### src/rtl/entrada_buffer_if.sv
// Switch/key input bundle between the board inputs, the buffer and the UC.
interface entrada_buffer_if #(
  parameter int WIDTH = 18,
  parameter int DEPTH = 4
);
  logic [WIDTH-1:0]           entrada;
  logic                       enter;
  logic                       in;
  logic                       clr;
  logic [31:0]                valor;
  logic                       sinal;
  logic                       vazio;
  logic                       cheio;
  logic                       overflow;
  logic [$clog2(DEPTH):0]     nivel;

  modport master (
    output entrada, enter, in, clr,
    input  valor, sinal, vazio, cheio, overflow, nivel
  );

  modport slave (
    input  entrada, enter, in, clr,
    output valor, sinal, vazio, cheio, overflow, nivel
  );
endinterface

### src/rtl/entrada_buffer.sv
// Buffered switch input port: synchronises and debounces the enter key,
// queues one switch word per press and hands words to the UC on request.
module entrada_buffer #(
  parameter int WIDTH      = 18,
  parameter int DEPTH      = 4,
  parameter int DEB_CYCLES = 500000,
  parameter int SIGNED     = 1
) (
  input logic              clock,
  input logic              reset,
  entrada_buffer_if.slave  bus
);
  localparam int AW = $clog2(DEPTH);
  localparam int NW = AW + 1;
  localparam int CW = (DEB_CYCLES > 1) ? $clog2(DEB_CYCLES) : 1;

  logic [WIDTH-1:0] sw_s1, sw_s;
  logic             key_s1, key_s;
  logic             key_db;
  logic [CW-1:0]    deb_cnt;
  logic [WIDTH-1:0] mem [DEPTH];
  logic [AW-1:0]    wptr, rptr;
  logic [NW-1:0]    count;
  logic             servido;
  logic             ovf;
  logic             sinal_r;
  logic [31:0]      valor_r;

  logic press, full, empty, pop, push, ovf_set, deb_done;

  function automatic logic [31:0] extend(input logic [WIDTH-1:0] w);
    if (SIGNED != 0) return 32'($signed(w));
    else             return 32'(w);
  endfunction

  // Press is the debounced 1->0 transition, recognised on the accepting edge.
  always_comb begin
    deb_done = (key_s != key_db) && (deb_cnt == CW'(DEB_CYCLES - 1));
    press    = deb_done && key_db && !key_s;
    full     = (count == NW'(DEPTH));
    empty    = (count == '0);
    pop      = bus.in && !servido && !empty && !bus.clr;
    // A pop on the same edge frees the slot, so a press into a full FIFO is still taken.
    push     = press && !bus.clr && (!full || pop);
    ovf_set  = press && !bus.clr && full && !pop;
  end

  // Two-flop synchronisers for the switch bank and the raw key.
  always_ff @(posedge clock or negedge reset) begin
    if (!reset) begin
      sw_s1  <= '0;
      sw_s   <= '0;
      key_s1 <= 1'b1;
      key_s  <= 1'b1;
    end else begin
      sw_s1  <= bus.entrada;
      sw_s   <= sw_s1;
      key_s1 <= bus.enter;
      key_s  <= key_s1;
    end
  end

  // Debounce: accept a new key level only after DEB_CYCLES stable cycles.
  always_ff @(posedge clock or negedge reset) begin
    if (!reset) begin
      key_db  <= 1'b1;
      deb_cnt <= '0;
    end else if (key_s == key_db) begin
      deb_cnt <= '0;
    end else if (deb_done) begin
      key_db  <= key_s;
      deb_cnt <= '0;
    end else begin
      deb_cnt <= deb_cnt + 1'b1;
    end
  end

  // FIFO storage; contents need no reset since occupancy gates every read.
  always_ff @(posedge clock) begin
    if (push) mem[wptr] <= sw_s;
  end

  // FIFO pointers, occupancy, handshake and sticky overflow.
  always_ff @(posedge clock or negedge reset) begin
    if (!reset) begin
      wptr    <= '0;
      rptr    <= '0;
      count   <= '0;
      servido <= 1'b0;
      ovf     <= 1'b0;
      sinal_r <= 1'b0;
      valor_r <= '0;
    end else if (bus.clr) begin
      wptr    <= '0;
      rptr    <= '0;
      count   <= '0;
      servido <= 1'b0;
      ovf     <= 1'b0;
      sinal_r <= 1'b0;
    end else begin
      sinal_r <= pop;
      if (push) wptr <= wptr + 1'b1;
      if (pop) begin
        rptr    <= rptr + 1'b1;
        valor_r <= extend(mem[rptr]);
      end
      if (push && !pop)      count <= count + 1'b1;
      else if (pop && !push) count <= count - 1'b1;
      if (!bus.in)  servido <= 1'b0;
      else if (pop) servido <= 1'b1;
      if (ovf_set) ovf <= 1'b1;
    end
  end

  // Status outputs derive only from registered state.
  always_comb begin
    bus.valor    = valor_r;
    bus.sinal    = sinal_r;
    bus.vazio    = empty;
    bus.cheio    = full;
    bus.overflow = ovf;
    bus.nivel    = count;
  end
endmodule

### src/flat_wrapper.sv
// flat-port wrapper written by rule: the top's interface ports become plain ports
module entrada_buffer_flat 
#(
  parameter int WIDTH      = 18,
  parameter int DEPTH      = 4,
  parameter int DEB_CYCLES = 500000,
  parameter int SIGNED     = 1
)
  (clock, reset, bus_entrada, bus_enter, bus_in, bus_clr, bus_valor, bus_sinal, bus_vazio, bus_cheio, bus_overflow, bus_nivel);
  entrada_buffer_if #(.WIDTH(WIDTH), .DEPTH(DEPTH)) bus_i ();
  input logic clock;
  input logic reset;
  input wire logic [$bits(bus_i.entrada)-1:0] bus_entrada;
  input wire logic [$bits(bus_i.enter)-1:0] bus_enter;
  input wire logic [$bits(bus_i.in)-1:0] bus_in;
  input wire logic [$bits(bus_i.clr)-1:0] bus_clr;
  output wire logic [$bits(bus_i.valor)-1:0] bus_valor;
  output wire logic [$bits(bus_i.sinal)-1:0] bus_sinal;
  output wire logic [$bits(bus_i.vazio)-1:0] bus_vazio;
  output wire logic [$bits(bus_i.cheio)-1:0] bus_cheio;
  output wire logic [$bits(bus_i.overflow)-1:0] bus_overflow;
  output wire logic [$bits(bus_i.nivel)-1:0] bus_nivel;
  assign bus_i.entrada = bus_entrada;
  assign bus_i.enter = bus_enter;
  assign bus_i.in = bus_in;
  assign bus_i.clr = bus_clr;
  assign bus_valor = bus_i.valor;
  assign bus_sinal = bus_i.sinal;
  assign bus_vazio = bus_i.vazio;
  assign bus_cheio = bus_i.cheio;
  assign bus_overflow = bus_i.overflow;
  assign bus_nivel = bus_i.nivel;
  entrada_buffer #(.WIDTH(WIDTH), .DEPTH(DEPTH), .DEB_CYCLES(DEB_CYCLES), .SIGNED(SIGNED)) u_core (.clock(clock), .reset(reset), .bus(bus_i));
endmodule
### config.mk
export PLATFORM = sky130hd
export DESIGN_NAME = entrada_buffer_flat
export DESIGN_NICKNAME = d
export VERILOG_FILES = /design/src/rtl/entrada_buffer_if.sv /design/src/rtl/entrada_buffer.sv /design/src/flat_wrapper.sv
export SDC_FILE = /design/constraint.sdc
export NUM_CORES = 1
export LEC_CHECK = 0
export ABC_AREA = 1
export CORE_UTILIZATION = 40
export DETAILED_ROUTE_END_ITERATION = 12
export PLACE_DENSITY = 0.71
export SLEW_MARGIN = 20
export SYNTH_ARGS = -nofsm -noshare
export SYNTH_HDL_FRONTEND = slang
export SYNTH_SLANG_ARGS = --single-unit
### constraint.sdc
create_clock -name clock -period 2.28 [get_ports clock]
set_input_delay 0.456 -clock clock [delete_from_list [all_inputs] [get_ports clock]]
set_output_delay 0.456 -clock clock [all_outputs]
set_load 0.05 [all_outputs]
* Word level (Yosys, flattened, before mapping)
Memories as Yosys holds them, arrays and structs flattened. A register that Yosys moved wholly into a read port is not among the register bits.
Cells that the tools add are included.
** Storage, ports and cells
- Bits in registers :: 68
- Bits in writable memories :: 72
- Output and inout port bits :: 39
- Memories kept :: 1
** Memories
- u_core.mem :: words 4, width 18, read ports 1, clocked after Yosys merged registers in 1, write ports 1, RTL line entrada_buffer.sv:21 : logic [WIDTH-1:0] mem [DEPTH];
** Operators by class
- Add/subtract/negate cells :: 5
- Eq/ne operators :: 5
- Mux-type cells :: 17
- Bitwise gates (word level) :: 2
- Reductions and logical operators :: 28
** Operator list (count)
- $mux 19 :: 2
- $add 19x1->19 const B :: 1
- $eq 19x19->1 const B :: 1
- $logic_and 1x1->1 :: 12
- $mux 3 :: 3
- $logic_not 1->1 :: 8
- $mux 1 :: 8
- $mux 2 :: 4
- $reduce_bool 2->1 :: 3
- $add 2x1->2 const B :: 2
- $reduce_and 2->1 :: 2
- $add 3x1->3 const B :: 1
- $eq 3x3->1 const B :: 1
- $logic_not 3->1 :: 1
- $ne 3x1->1 const B :: 1
- $reduce_bool 3->1 :: 1
- $sub 3x1->3 const B :: 1
- $not 1->1 :: 2
- $eq 1x1->1 :: 1
- $logic_or 1x1->1 :: 1
- $ne 1x1->1 :: 1

* Depth between registers and ports, before layout
Gate-level depths: netlist of the first run.
- Depth in word-level cells :: 11
- Depth in mapped cells :: 14
- Depth with buffers taken out :: 14

* Least setup slack after synthesis of the first run
No wires, ideal clock.
- Kind :: reg-to-reg
- From :: register u_core.count[2] (netlist: u_core.bus.nivel[2])
- To :: register u_core.count[2] (netlist: u_core.bus.nivel[2])
- Arrival time :: 3.167 ns
- Required time :: 2.162 ns
- Setup slack :: -1.005 ns
- Cell stages (with the launch flop) :: 13
- Path buffers :: 0
- Clock period less this slack :: 3.285 ns
- Path through :: dfrtp_1 -> inv_1 -> nor3_1 -> nand2_2 -> nand4_2 -> inv_1 -> fa_1 -> xnor2_1 -> inv_1 -> nand2_1 -> nand2_1 -> nand2_1 -> nand2_1
** RTL lines
- start, declared :: RTL line entrada_buffer.sv:23 : logic [NW-1:0] count;
- start signal, assigned :: RTL line entrada_buffer.sv:107 : if (push && !pop) count <= count + 1'b1;
- start signal, assigned :: RTL line entrada_buffer.sv:108 : else if (pop && !push) count <= count - 1'b1;
- $eq 3x3->1 * :: RTL line entrada_buffer.sv:40 : full = (count == NW'(DEPTH));
- named net bus_cheio :: RTL line flat_wrapper.sv:20 : output wire logic [$bits(bus_i.cheio)-1:0] bus_cheio;
- $logic_not 1->1 * :: RTL line entrada_buffer.sv:44 : push = press && !bus.clr && (!full || pop);
- $logic_or 1x1->1 * :: RTL line entrada_buffer.sv:44
- $logic_and 1x1->1 * :: RTL line entrada_buffer.sv:44
- $logic_and 1x1->1 or $logic_not 1->1 (tied branches) :: RTL line entrada_buffer.sv:107, entrada_buffer.sv:108
- $mux 3 or $logic_and 1x1->1 (tied branches) :: RTL line entrada_buffer.sv:107, entrada_buffer.sv:108
- $mux 3 or $reduce_bool 3->1 (tied branches)
Mark *: on every way through the listed nets, which the timed path passes. The rest lies on a longest branch. The select of a mux whose other input is x is not followed.
A chain may end at the register's enable or synchronous reset.

* Final worst setup path of the first run
- From :: register u_core.count[1] (netlist: u_core.bus.nivel[1])
- To :: output bus_nivel[1]
** RTL lines
- end, declared :: RTL line flat_wrapper.sv:22 : output wire logic [$bits(bus_i.nivel)-1:0] bus_nivel;
No word-level cell between the ends.

==> summary.md, run 1 <==
| Metric | Value |
|---|---|
| Avg WL per Cell | 14.5 um |
| Gr usage total | 16.0% |
| CTS tree | built |
| Pin count of the biggest net entering global routing | 45 |
| Post-DP HPWL | 7580 um |
| Total number of vias | 3,925 |
| Avg Inst Size Synth | 11.6 um2 |
| Nets | 630 |
| Reg2reg end | u_core.bus.nivel[2] |
| CORE AREA | 14,800 um2 |
| Worst stage delay on the critical path | 0.85 ns |
| Worst endpoint required time | 1.82 ns |
| F_max | 0.463 GHz |
| Initial core utilization | 41.6% |
| Worst Hold Class | register to register |
| WL final | 11,600 um |
| Critical path's slowest cell | clkdlybuf4s50_1 |
| Leak | 0.00307 uW |
| Die H | 126 um |
| Synth Instances | 531 |
| Flop-to-flop setup slack | 0.16 ns |
| Worst path bufs/invs | 1 |
| Outcome | finished clean |
| Vias in the first global route | 4,151 |
| Clk buf depth | 2 |
| Peak fanout along the critical path | 4 |
| Share of the yosys chip area belonging to registers | 70.3% |
| Hold Crit Start | u_core.sw_s1[16] |
| TNS Setup | 0 ns |
| Tcrit/Tclk final | 94.7% |
| Final setup vio count | 0 |
| Worst-path clk slew | 0.06 ns |
| Post-synth top area cell | edfxtp_1 |
| Depth of the CTS H-tree | 4 |
| Tightest Pin Transition | 0.917 ns |
| Synth top area cells | edfxtp_1, dfrtp_1, nand2_1, nor2_1, o21ai_0 |
| Post-route DRC | 0 |
| Synth top area share | 35.2% |
| Startpoint types | register |
| Peak VDD IR | 622 uV |
| Port bufs | 61 |
| Layout cell share with drive strength beyond 1 | 13.0% |
| Worst R2R Path Depth | 13 |
| RSZ-0062 raised after global routing | no |
| Pre-CTS setup slack | -0.277 ns |
| Synthesis-stage register bit count | 158 |
| Reg-to-reg startpoint | u_core.deb_cnt[0] |
| CP top delay family | buffers and inverters |
| Clk Latency, worst-skew pair | 0.42 ns |
| Hold Path Stages | 0 |
| GP Congestion | 0.876 |
| Final max-slew violation count | 0 |
| Die Footprint | 15,900 um2 |
| CTS Buf Count | 17 |
| Critical path class | register to output port |
| Gr ovfl total | 0 |
| Final worst slack | 0.120 ns |
| Clock sinks | 158 |
| Tmin final | 2.16 ns |
| Pre-Repair DR Iteration Count | 5 |
| Setup crit end kind | output port |
| Worst-path cell chain | clkdlybuf4s50_1 |
| Power per cell area | 1120 nW/um2 |
| Initial antenna violation count | 0 |
| CP Data Arrival Time | 1.70 ns |
| Number of setup buffers added after CTS | 0 |
| DP Area | 7030 um2 |
| Yosys warns | 0 |
| Detail Route Antenna Nets | 0 |
| Via density per instance | 4.92 |
| Layout Skew | 0.0138 ns |
| Hold Crit Endpoint | u_core.sw_s[16] |
| Die X | 126 um |
| Cell row count | 44 |
| N_diodes | 0 |
| Syn_nets | 560 |
| First-pass GRT wire length | 19,500 um |
| Iter 0 DRT Violations | 301 |
| Max-Cap Viols | 0 |
| Synth-to-layout area growth | 23.7% |
| Yosys cell types | 34 |
| Layout fillers | 1,241 |
| Final std cell area, no fill | 7600 um2 |
| Final Hold Vio Count | 0 |
| Root Driver | clkbuf_16 |
| Mapped Area | 6140 um2 |
| I/O pin count | 62 |
| Worst relative slew slack | 38.5% |
| Hold_ws | 0.347 ns |
-- worst max-delay path by stage --
stage / startpoint / end / slack (ns) / cells after the start
3_5_place_dp: bus_in / u_core.bus.nivel[2] / -0.28 / 13
4_1_cts: u_core.bus.nivel[0] / u_core.bus.nivel[2] / 0.05 / 12
2_1_floorplan: u_core.bus.nivel[0] / u_core.mem[0][0] / -0.28 / 6
5_1_grt: u_core.deb_cnt[0] / u_core.bus.nivel[2] / 0.04 / 14
6_report: u_core.bus.nivel[1] / bus_nivel[1] / 0.12 / 1
3_3_place_gp: bus_in / u_core.bus.nivel[2] / -0.13 / 13
-- layout make-up --
class	instances	area, um2	area share, %
clock inverter	6	47.5	0.626
tap	184	230	3.03
sequential	158	4320	56.9
inverter	41	154	2.03
multi-input combinational	303	1530	20.1
timing repair buffer	80	805	10.6
clock buffer	26	512	6.74
-- Yosys cell counts, drive strengths merged --
cell type  count
nand2        105
dfrtp         83
nor2          75
edfxtp        72
o21ai         42
inv           40
buf           22
o22ai         18
nor3          15
a21oi         11
nand3         11
clkbuf         7
xor2           6
ha             5
nand4          5
dfstp          3
a31oi          2
nor3b          2
xnor2          2
a211oi         1
clkinv         1
fa             1
nand3b         1
o21a           1
-- cells in the final DEF (no fill, tap or decap), types with 2 or more instances in the layout --
cell	Yosys	layout
nand2_1	100	100
dfrtp_1	83	82
edfxtp_1	72	72
nor2_1	72	68
clkdlybuf4s50_1	0	43
o21ai_0	40	40
inv_1	36	36
clkbuf_16	0	19
o22ai_1	18	18
buf_4	14	15
dlygate4sd2_1	0	15
a21oi_1	11	11
nor3_1	11	10
nand3_1	7	6
xor2_1	6	6
clkbuf_1	7	6
buf_12	0	6
nand3_2	4	5
nand2_2	5	5
nor2_2	1	5
inv_2	4	4
nand4_1	4	4
nor3_2	4	4
ha_1	5	4
dfstp_2	3	3
nor2_4	2	2
a31oi_1	2	2
nor3b_1	2	2
o21ai_1	2	2
clkinvlp_4	0	2
clkinv_4	0	2
-- report_power, final --
group / switching [uW] / internal (uW) / total [uW]
Sequential: 178 / 3210 / 3390
Clock: 1050 / 1560 / 2610
Combinational: 1790 / 752 / 2540
Total: 3020 / 5530 / 8550
-- state kept, by name, indices dropped and copies added, names as in the netlist --
signal / flops
u_core.bus.overflow: 1
u_core.servido: 1
u_core.bus.valor: 18
u_core.sw_s: 18
u_core.sw_s1: 18
u_core.mem: 72
u_core.rptr: 2
u_core.bus.sinal: 1
u_core.key_s: 1
u_core.deb_cnt: 19
u_core.wptr: 2
u_core.key_s1: 1
u_core.key_db: 1
u_core.bus.nivel: 3
-- per-layer routing --
metal,share of wire [%],global-route usage [%],vias to the layer above
li1,-,-,1905
met4,2.0,7.73,0
met3,5.2,4.97,17
met2,52,27.4,107
met5,0,0,-
met1,41,18.1,1896
-- through the flow --
step                total power [uW]  cells  util, %
global route                    8950    798     51.5
CTS                             8630    798     51.4
finish                          8550    798     51.5
global placement                6010    765     47.7
floorplan                       5320    531        -
detailed placement              6070    765     47.7
-- timing repair --
| item | CTS | global route |
|---|---|---|
| endpoints found under the setup margin | 15 | 1 |
| gates resized for setup | 15 | 3 |
| hold buffers | 1 | 0 |
| cloned | 0 | 0 |
| endpoints found under the hold margin | 16 | 0 |
-- logic make-up after synthesis --
logic type | count (synthesis) | share of synthesized area [%]
AND/OR/NAND/NOR | 214 | 15.2
flip-flops | 158 | 70.3
AO/OA/AOI/OAI | 75 | 6.60
buffers and inverters | 70 | 5.40
XOR/XNOR | 8 | 1.14
adder cells (fa/ha/maj) | 6 | 1.34
No activity file was read; power rests on OpenSTA's default activity.
==> run 2, diff against run 1 <==
--- a/config.mk
+++ b/config.mk
@@ -5,7 +5,7 @@
 export SDC_FILE = /design/constraint.sdc
 export NUM_CORES = 1
 export LEC_CHECK = 0
-export ABC_AREA = 1
+export CORE_MARGIN = 10
 export CORE_UTILIZATION = 40
 export DETAILED_ROUTE_END_ITERATION = 12
 export PLACE_DENSITY = 0.71
==> constraint.sdc (replaced) <==
create_clock -name clock -period 2.28 [get_ports clock]
set_input_delay 0.57 -clock clock [delete_from_list [all_inputs] [get_ports clock]]
set_output_delay 0.57 -clock clock [all_outputs]
set_load 0.05 [all_outputs]
==> run 2 against run 1 <==
The flow now finishes with violations (setup timing). Critical endpoint is now u_core.bus.nivel[1]. Sequential share of layout area shrank 1.8 points. Setup slack lost 0.48 ns. Fmax shrank 18%. Wire length shrank 1.7%.
==> summary.md, run 2 <==
| Metric | Value |
|---|---|
| Outcome | finished, violations left |
| Violated checks | setup timing |
| Worst Hold Class | input pin to async pin |
| N_diodes | 0 (unchanged) |
| Reg-to-reg startpoint | u_core.deb_cnt[1] |
| Post-route DRC | 0 (unchanged) |
| # placed instances | 634 (-17%) |
| Worst path bufs/invs | 0 (-1) |
| Crit path capture | u_core.bus.nivel[1] |
| Synth Instances | 360 (-32%) |
| Synth Area in Compound Gates | 1.43% (-5.2 points) |
| Largest family of logic cells by synthesized area | multiplexers |
| Critical path's slowest cell | or4_4 |
| CTS tree | built |
| CP top delay family | simple AND/OR/NAND/NOR gates |
| Simple-Gate Fraction of Synth Area | 8.98% (-6.3 points) |
| Port bufs | 61 (unchanged) |
| Final worst slack | -0.361 ns (-0.481 ns) |
| Tightest Pin Transition | 0.526 ns (-0.391 ns) |
| Worst relative slew slack | 64.8% (+26 points) |
| Setup crit end kind | register |
| Leak | 0.00308 uW (+0.22%) |
| Clk Latency, worst-skew pair | 0.42 ns (about the same) |
| Die H | 143 um (+13%) |
| Worst endpoint required time | 2.62 ns (+0.80 ns) |
| Final Hold Vio Count | 0 (unchanged) |
| Flop-to-flop setup slack | -0.36 ns (-0.52 ns) |
| Root Driver | clkbuf_16 |
| Vias in the first global route | 3,656 (-12%) |
| Final setup vio count | 2 (+2) |
| Reg2reg end | u_core.bus.nivel[1] |
| Mapped Area | 6020 um2 (-2.0%) |
| Final core occ | 53.5% (+2.0 points) |
| Most common cell after layout, fill and taps aside | dfrtp_1 |
| Most frequent cell after synthesis | dfrtp_1 |
| Gr usage total | 11.9% (-4.1 points) |
| Clk buf depth | 2 (unchanged) |
| WL final | 11,400 um (-1.7%) |
| Final max-slew violation count | 0 (unchanged) |
| Hold_ws | 0.0881 ns (-0.258 ns) |
| Yosys warns | 0 (unchanged) |
| Layout cell share with drive strength beyond 1 | 33.3% (+20 points) |
| Most frequent cells in the layout | dfrtp_1, edfxtp_1, buf_4, clkdlybuf4s50_1, nor2_1 |
| Post-synth top area cell | edfxtp_1 |
| I/O pin count | 62 (unchanged) |
| CP Launch Point | u_core.deb_cnt[1] |
| Peak VDD IR | 596 uV (-4.2%) |
| Initial core utilization | 41.1% (-0.52 points) |
| Avg Inst Size Synth | 16.7 um2 (+45%) |
| XOR/XNOR Fraction of Synth Area | 3.05% (+1.9 points) |
| Die Footprint | 20,400 um2 (+28%) |
| Yosys cell types | 46 (+35%) |
| Synth async-reset ratio | 54.4% (unchanged) |
| Initial antenna violation count | 0 (unchanged) |
| Synth top cells by count | dfrtp_1, edfxtp_1, nor2_1 |
| Cell row count | 44 (unchanged) |
| F_max | 0.379 GHz (-18%) |
| Avg WL per Cell | 17.1 um (+18%) |
| Layout Skew | 0.00819 ns (-0.00562 ns) |
| Nets | 499 (-21%) |
| CORE AREA | 14,600 um2 (-0.75%) |
| Peak fanout along the critical path | 2 (-2) |
| Via density per instance | 5.00 (+1.7%) |
| Depth of the CTS H-tree | 4 (unchanged) |
| Top Registers | u_core.mem: 72 flops, u_core.deb_cnt: 19 flops |
| CP Data Arrival Time | 2.98 ns (+1.28 ns) |
| Post-Layout Cell Count | 667 (-16%) |
| Synthesis-stage register bit count | 158 (unchanged) |
| Max-Cap Viols | 0 (unchanged) |
| Iter 0 DRT Violations | 239 (-21%) |
| Worst-path cell chain | ha_4 > nand4_4 > or4_4 > nor4b_4 > nor2b_4 > fa_1 > or4_1 > a31oi_1 |
| Top reg by flops | u_core.mem |
| Post-synth EDFFs | 72 (unchanged) |
| Clock sinks | 158 (unchanged) |
| Share of the yosys chip area belonging to registers | 71.7% (+1.4 points) |
| Worst stage delay on the critical path | 0.45 ns (-0.40 ns) |
| Crit path depth | 8 (+7) |
| CTS Buf Count | 17 (unchanged) |
| Total number of vias | 3,336 (-15%) |
| Main synth FF type | dfrtp_1 |
| Startpoint types | register |
| Post-DP HPWL | 7870 um (+3.9%) |
| Power per cell area | 1030 nW/um2 (-8.2%) |
| GP Congestion | 0.869 (-0.80%) |
| Die X | 143 um (+13%) |
| Worst-path clk slew | 0.06 ns (about the same) |
| Pin count of the biggest net entering global routing | 37 (-18%) |
| Syn_nets | 389 (-31%) |
| Detail Route Antenna Nets | 0 (unchanged) |
| Tcrit/Tclk final | 116% (+21 points) |
| First-pass GRT wire length | 18,700 um (-4.1%) |
| Synth-to-layout area growth | 30.2% |
| Number of flip-flops in the largest register | 72 (unchanged) |
| RSZ-0062 raised after global routing | yes |
| Post-Synth Adder-Cell Area | 1.37% (+0.027 points) |
| Tmin final | 2.64 ns (+0.481 ns) |
| Gr ovfl total | 0 (unchanged) |
| Synth top area cells | edfxtp_1, dfrtp_1, mux4_2, mux2_2, xor2_1 |
| Pre-Repair DR Iteration Count | 4 (-1) |
| Synth top area share | 35.9% (+0.72 points) |
| Post-synthesis mux area share | 10.6% (+11 points) |
| Critical path class | register to register |
| Worst R2R Path Depth | 8 (-5) |
run 2: cell type report:
cell class | count | area [um2]
Multi-Input combinational cell | 171 | 1590
Sequential cell | 158 | 4320
Clock buffer | 23 | 510
Clock inverter | 9 | 115
Tap cell | 184 | 230
Timing Repair Buffer | 115 | 1050
Fill cell | 1163 | 6810
Inverter | 7 | 26.3
run 2: how the worst min path moves through the flow:
stage | start | to | slack, ns | depth (start not counted)
6_report | reset | u_core.deb_cnt[1] | 0.09 | 1
5_1_grt | reset | u_core.deb_cnt[1] | 0.11 | 1
4_1_cts | reset | u_core.deb_cnt[1] | 0.09 | 1
3_5_place_dp | u_core.sw_s1[6] | u_core.sw_s[6] | 0.34 | 0
3_3_place_gp | u_core.sw_s1[6] | u_core.sw_s[6] | 0.33 | 0
2_1_floorplan | reset | u_core.bus.nivel[0] | 0.27 | 0
run 2: stage by stage:
stage | setup WS (ns) | cell area, um2 | TNS [ns] | power [uW]
6_report | -0.361 | 7840 | -0.560 | 8100
5_1_grt | -0.490 | 7840 | -0.848 | 8390
4_1_cts | -0.381 | 7830 | -0.563 | 8190
3_5_place_dp | -0.776 | 7200 | -25.32 | 5250
3_3_place_gp | -0.644 | 7200 | -18.70 | 5230
2_1_floorplan | -0.421 | 6080 | -0.556 | 4710
run 2: cells by family (layout without fill, tap and decap cells):
family                   Yosys count  count (layout)
flip-flops                       158             158
AND/OR/NAND/NOR                   93              93
multiplexers                      39              39
buffers and inverters             31             154
XOR/XNOR                          21              21
AO/OA/AOI/OAI                     12              12
adder cells (fa/ha/maj)            6               6
run 2: what timing repair did:
action                                 CTS  global route
setup endpoints to repair                2             5
resized for setup                        2             0
hold buffers                             0             0
buffers inserted                         0             1
pin swaps                                1             0
endpoints found under the hold margin    0             0
cloned                                   0             0
run 2: layer usage:
metal	vias to the layer above	share of wire (%)	routed length, um	global-route usage (%)
met2	74	53	6040	20.5
met4	0	1.9	218	5.43
met1	1713	41	4620	13.1
met3	20	4.4	505	3.88
li1	1529	-	-	-
met5	-	0	0	0
run 2: where the power goes:
part           switching [uW]  total [uW]  leakage [uW]  internal [uW]
logic                    1240        1860       0.00105            615
clock network            1110        2930      0.000304           1820
registers                 135        3310       0.00172           3170
total                    2490        8100       0.00308           5610
==> run 3, diff against run 2 <==
--- a/config.mk
+++ b/config.mk
@@ -9,7 +9,7 @@
 export CORE_UTILIZATION = 40
 export DETAILED_ROUTE_END_ITERATION = 12
 export PLACE_DENSITY = 0.71
-export SLEW_MARGIN = 20
+export SLEW_MARGIN = 25
 export SYNTH_ARGS = -nofsm -noshare
 export SYNTH_HDL_FRONTEND = slang
 export SYNTH_SLANG_ARGS = --single-unit
==> results of run 3 <==
No change in the layout: final DEF, timing and power equal those of run 2.
